## src/rtl/prf_busy_table.sv

```systemverilog
// Physical register busy table: tracks pending results, answers source readiness
// for a rename group with intra-group dependency and writeback bypass.
module prf_busy_table #(
    parameter int unsigned RENAME_WIDTH = 4,
    parameter int unsigned WB_WIDTH     = 4,
    parameter int unsigned PRF_SIZE     = 64,
    parameter int unsigned PRF_IDX      = 6
) (
    input  logic                             clock,
    input  logic                             reset,
    input  logic                             alloc_en,
    input  logic [RENAME_WIDTH-1:0]          alloc_valid,
    input  logic [RENAME_WIDTH*PRF_IDX-1:0]  alloc_prd,
    input  logic [RENAME_WIDTH*PRF_IDX-1:0]  prs1,
    input  logic [RENAME_WIDTH*PRF_IDX-1:0]  prs2,
    input  logic [WB_WIDTH-1:0]              wb_valid,
    input  logic [WB_WIDTH*PRF_IDX-1:0]      wb_prd,
    input  logic                             recover,
    input  logic [PRF_SIZE-1:0]              recover_free,
    output logic [RENAME_WIDTH-1:0]          rs1_ready,
    output logic [RENAME_WIDTH-1:0]          rs2_ready,
    output logic [PRF_IDX:0]                 busy_count
);

    localparam int unsigned CNT_W = PRF_IDX + 1;

    logic [PRF_SIZE-1:0] busy_q, busy_d;
    logic [CNT_W-1:0]    busy_count_q, busy_count_d;

    // Readiness of one source as seen by rename slot 'slot'.
    function automatic logic src_ready(
        input logic [PRF_IDX-1:0]              src,
        input int unsigned                     slot,
        input logic [RENAME_WIDTH-1:0]         av,
        input logic [RENAME_WIDTH*PRF_IDX-1:0] ap,
        input logic [WB_WIDTH-1:0]             wv,
        input logic [WB_WIDTH*PRF_IDX-1:0]     wp,
        input logic [PRF_SIZE-1:0]             busy
    );
        logic dep;
        logic byp;
        dep = 1'b0;
        byp = 1'b0;
        for (int unsigned k = 0; k < RENAME_WIDTH; k++) begin
            if (k < slot && av[k] && ap[k*PRF_IDX +: PRF_IDX] == src) dep = 1'b1;
        end
        for (int unsigned j = 0; j < WB_WIDTH; j++) begin
            if (wv[j] && wp[j*PRF_IDX +: PRF_IDX] == src) byp = 1'b1;
        end
        if (src == '0)  return 1'b1;
        else if (dep)   return 1'b0;
        else if (byp)   return 1'b1;
        else            return ~busy[src];
    endfunction

    always_comb begin
        rs1_ready = '0;
        rs2_ready = '0;
        for (int unsigned i = 0; i < RENAME_WIDTH; i++) begin
            rs1_ready[i] = src_ready(prs1[i*PRF_IDX +: PRF_IDX], i, alloc_valid, alloc_prd,
                                     wb_valid, wb_prd, busy_q);
            rs2_ready[i] = src_ready(prs2[i*PRF_IDX +: PRF_IDX], i, alloc_valid, alloc_prd,
                                     wb_valid, wb_prd, busy_q);
        end
    end

    // Clears first, then sets, so an allocation beats a same-cycle writeback.
    always_comb begin
        busy_d = busy_q;
        for (int unsigned j = 0; j < WB_WIDTH; j++) begin
            if (wb_valid[j]) busy_d[wb_prd[j*PRF_IDX +: PRF_IDX]] = 1'b0;
        end
        if (recover) begin
            busy_d = busy_d & ~recover_free;
        end else if (alloc_en) begin
            for (int unsigned i = 0; i < RENAME_WIDTH; i++) begin
                if (alloc_valid[i] && alloc_prd[i*PRF_IDX +: PRF_IDX] != '0)
                    busy_d[alloc_prd[i*PRF_IDX +: PRF_IDX]] = 1'b1;
            end
        end
        busy_d[0] = 1'b0;
    end

    // Count the next vector so the registered count tracks busy_q with no lag.
    always_comb begin
        busy_count_d = '0;
        for (int unsigned k = 0; k < PRF_SIZE; k++) begin
            busy_count_d = busy_count_d + CNT_W'(busy_d[k]);
        end
    end

    always_ff @(posedge clock) begin
        if (reset) begin
            busy_q       <= '0;
            busy_count_q <= '0;
        end else begin
            busy_q       <= busy_d;
            busy_count_q <= busy_count_d;
        end
    end

    assign busy_count = busy_count_q;

endmodule

```

## config.mk

```make
export PLATFORM = sky130hd
export DESIGN_NAME = prf_busy_table
export DESIGN_NICKNAME = d
export VERILOG_FILES = /design/src/rtl/prf_busy_table.sv
export SDC_FILE = /design/constraint.sdc
export NUM_CORES = 1
export LEC_CHECK = 0
export ABC_CLOCK_PERIOD_IN_PS = 9700
export BUFFER_PORTS_ARGS = -buffer_cell sky130_fd_sc_hd__clkbuf_2
export CORE_MARGIN = 2
export CORE_UTILIZATION = 50
export DETAILED_ROUTE_END_ITERATION = 10
export PLACE_DENSITY = 0.82
export SLEW_MARGIN = 20
export SYNTH_ARGS = -nofsm -noshare
export SYNTH_HDL_FRONTEND = slang
export SYNTH_SLANG_ARGS = --single-unit
```

## constraint.sdc

```tcl
create_clock -name clock -period 9.7 [get_ports clock]
set_clock_uncertainty 0.1 [all_clocks]
set_input_delay 0.97 -clock clock [delete_from_list [all_inputs] [get_ports clock]]
set_output_delay 0.97 -clock clock [all_outputs]
set_load 0.05 [all_outputs]
```

==> impl_metrics.env <==
export IMPL_r2r_cells=23
export IMPL_max_clock_path_buffers=2
export IMPL_ys_warn_count=0
export IMPL_drt_initial_drc_count=3547
export IMPL_hold_ws_ps=723
export IMPL_cts_buffers=9
export IMPL_avgSynthCellArea_um2=8.03
export IMPL_fin_crit_sh_pct=93.3
export IMPL_worst_setup_path_start_kind="input port"
export IMPL_globalplace_congestion=1.10
export IMPL_cts_root_buf="clkbuf_16"
export IMPL_synthFlopType="dfxtp_1"
export IMPL_area_growth_pct=8.80
export IMPL_cts_hold_buf=0
export IMPL_rsz0062_at_grt="no"
export IMPL_cts_setup_buffers=0
export IMPL_grt_ovfl_total=0
export IMPL_synth_fp_nets=2324
export IMPL_grt_max_degree=75
export IMPL_io_pins=187
export IMPL_start_util_pct=51.2
export IMPL_setup_tns_ps=0
export IMPL_die_area_um2=34900
export IMPL_cts_sinks=70
export IMPL_synth_cell_types=78
export IMPL_grt_pass1_wl_um=138000
export IMPL_clk_insertion_delay_late_ps=350
export IMPL_syn_area_um2=16700
export IMPL_min_period_ps=9050
export IMPL_vias=20460
export IMPL_drcViolationCount=6
export IMPL_worst_setup_path_end_kind="flip-flop"
export IMPL_async_flop_share_pct=0
export IMPL_status="finished with violations"
export IMPL_dpl_hpwl_um=69900
export IMPL_synthCells=2084
export IMPL_grt_pass1_vias=19340
export IMPL_utilization_pct=55.7
export IMPL_violations="design-rule violations"
export IMPL_final_max_slew_viol_count=0
export IMPL_total_power_mw=1.23
export IMPL_ant_nets=0
export IMPL_fmax_ghz=0.111
export IMPL_hold_path_depth=2
export IMPL_maxCapViolCount=0
export IMPL_cts_tree="built"
export IMPL_synth_seq_cells=70
export IMPL_post_drt_wl_per_cell_um=37.5
export IMPL_io_buffers=185
export IMPL_antenna_found_initial=7
export IMPL_pwr_density_cell_nw_per_um2=67.8
export IMPL_grt_usage_pct=54.1
export IMPL_slew_headroom_pct=26.6
export IMPL_max_slew_worst_pin_slew_ps=1100
export IMPL_die_w_um=187
export IMPL_p_leak_nw=6.38
export IMPL_cts_resized=0
export IMPL_totalWireLength_um=96700
export IMPL_worstSetupPathType="in2reg"
export IMPL_reg2reg_slack_ps=1660
export IMPL_hp_class="in2reg"
export IMPL_clkSlewWorstSetupHoldPaths_ps=70
export IMPL_arrival_ps=9170
export IMPL_synth_enable_flop_cells=0
export IMPL_required_ps=9820
export IMPL_setup_viol=0
export IMPL_ys_seq_area_share_pct=8.38
export IMPL_cts_max_level=3
export IMPL_die_h_um=187
export IMPL_drive_gt1_share_pct=21.0
export IMPL_rows=66
export IMPL_fin_nets=2371
export IMPL_drtPass1Iterations=11
export IMPL_coreArea_um2=32700
export IMPL_critical_path_max_fanout=9
export IMPL_vias_per_cell=7.93
export IMPL_ir_drop_v=0.0000928
export IMPL_report_final_hold_viol_count=0
-- area by class of cell --
type / count / area [um2]
Inverter: 87 / 327
Clock buffer: 9 / 225
Fill cell: 3026 / 14500
Antenna cell: 3 / 7.51
Multi-Input combinational cell: 1686 / 14000
Clock inverter: 7 / 48.8
Sequential cell: 70 / 1400
Tap cell: 442 / 553
Timing Repair Buffer: 277 / 1630
-- synthesized netlist by cell type, types with 15 or more instances --
cell type | number | area (um2)
o211ai_1 | 16 | 120
buf_2 | 61 | 305
xnor2_1 | 142 | 1240
a21oi_1 | 60 | 300
fa_1 | 53 | 1060
nor2b_1 | 39 | 244
a22o_1 | 15 | 131
o21ai_0 | 83 | 415
nand4b_1 | 35 | 307
nor4_1 | 64 | 400
nor3b_1 | 15 | 113
o22ai_1 | 129 | 807
clkbuf_1 | 144 | 541
xor2_1 | 124 | 1090
inv_1 | 87 | 327
mux2i_1 | 40 | 400
mux4_2 | 107 | 2410
a22oi_1 | 21 | 158
dfxtp_1 | 70 | 1400
buf_1 | 34 | 128
nand2b_1 | 26 | 163
or3b_2 | 32 | 280
or3_1 | 20 | 125
nor3_1 | 44 | 220
ha_1 | 15 | 188
nand2_1 | 100 | 375
a221oi_1 | 15 | 131
nand3b_1 | 35 | 263
nand3_1 | 33 | 165
nor2_1 | 133 | 499
nand4_1 | 63 | 394
-- through the flow --
step | worst slack, ps | cells | instance area (um2)
2_1_floorplan | 1410 | 2084 | 16700
3_3_place_gp | 578 | 2562 | 17900
3_5_place_dp | 522 | 2562 | 17900
4_1_cts | 867 | 2578 | 18200
5_1_grt | 388 | 2578 | 18200
6_report | 651 | 2581 | 18200
-- cell families after synthesis --
logic type      share of synthesized area [%]
compound gates                           19.2
xor+xnor                                 13.9
buf+inv                                  7.88
flops                                    8.38
simple gates                             25.1
mux                                      18.0
fa+ha+maj                                7.46
-- path summary, 6_finish.rpt --
check	start	endpoint
max	alloc_valid[2]	busy_count[6]
min	recover_free[3]	busy_q[3]
max reg2reg	busy_q[58]	busy_count[6]
min reg2reg	busy_q[62]	busy_q[62]
-- routing by layer --
layer  share of wire [%]  track usage (%)  vias to the layer above
met3                  17             24.3                      533
met5                0.12             3.02                        -
met4                 8.8             35.9                        6
li1                    -                -                     7979
met2                  39             74.1                     2174
met1                  35             67.9                     9768
-- worst max-delay path, cell delays in order --
cell	delay (ps)
clkbuf_2	220
nand2b_1	280
nor4_2	670
a221o_1	280
o21ai_0	350
a22oi_1	440
fa_1	510
fa_1	510
inv_1	60
fa_1	550
inv_1	60
fa_1	500
fa_1	550
inv_1	60
fa_1	560
fa_1	440
fa_1	510
inv_1	50
fa_1	470
fa_1	440
a21oi_1	200
nor2_1	80
o21a_1	180
o21bai_1	140
a21oi_1	80
-- cell usage in the layout, fill, tap and decap left out, types with 32 or more instances in the layout --
master    netlist  final
mux4_2        107    107
fa_1           53     53
nand3_1        33     33
nand3b_1       35     35
or3b_2         32     32
a21oi_1        60     60
nor2_1        133    133
xor2_1        124    124
dfxtp_1        70     70
clkbuf_2        0    185
inv_1          87     87
nor4_1         64     64
o21ai_0        83     83
nor3_1         44     44
nand4b_1       35     35
nor2b_1        39     39
o22ai_1       129    129
mux2i_1        40     40
buf_4           1     91
nand4_1        63     63
xnor2_1       142    142
nand2_1       100    100
-- state kept, by name (all words and copies together) (netlist names) --
signal,flops
busy_count,7
busy_q,63
-- where the power goes --
group          total [mW]  switching, mW  internal (mW)
combinational       0.610          0.404          0.206
clock               0.320          0.146          0.174
sequential          0.303         0.0111          0.292
No activity file was read; power rests on OpenSTA's default activity.
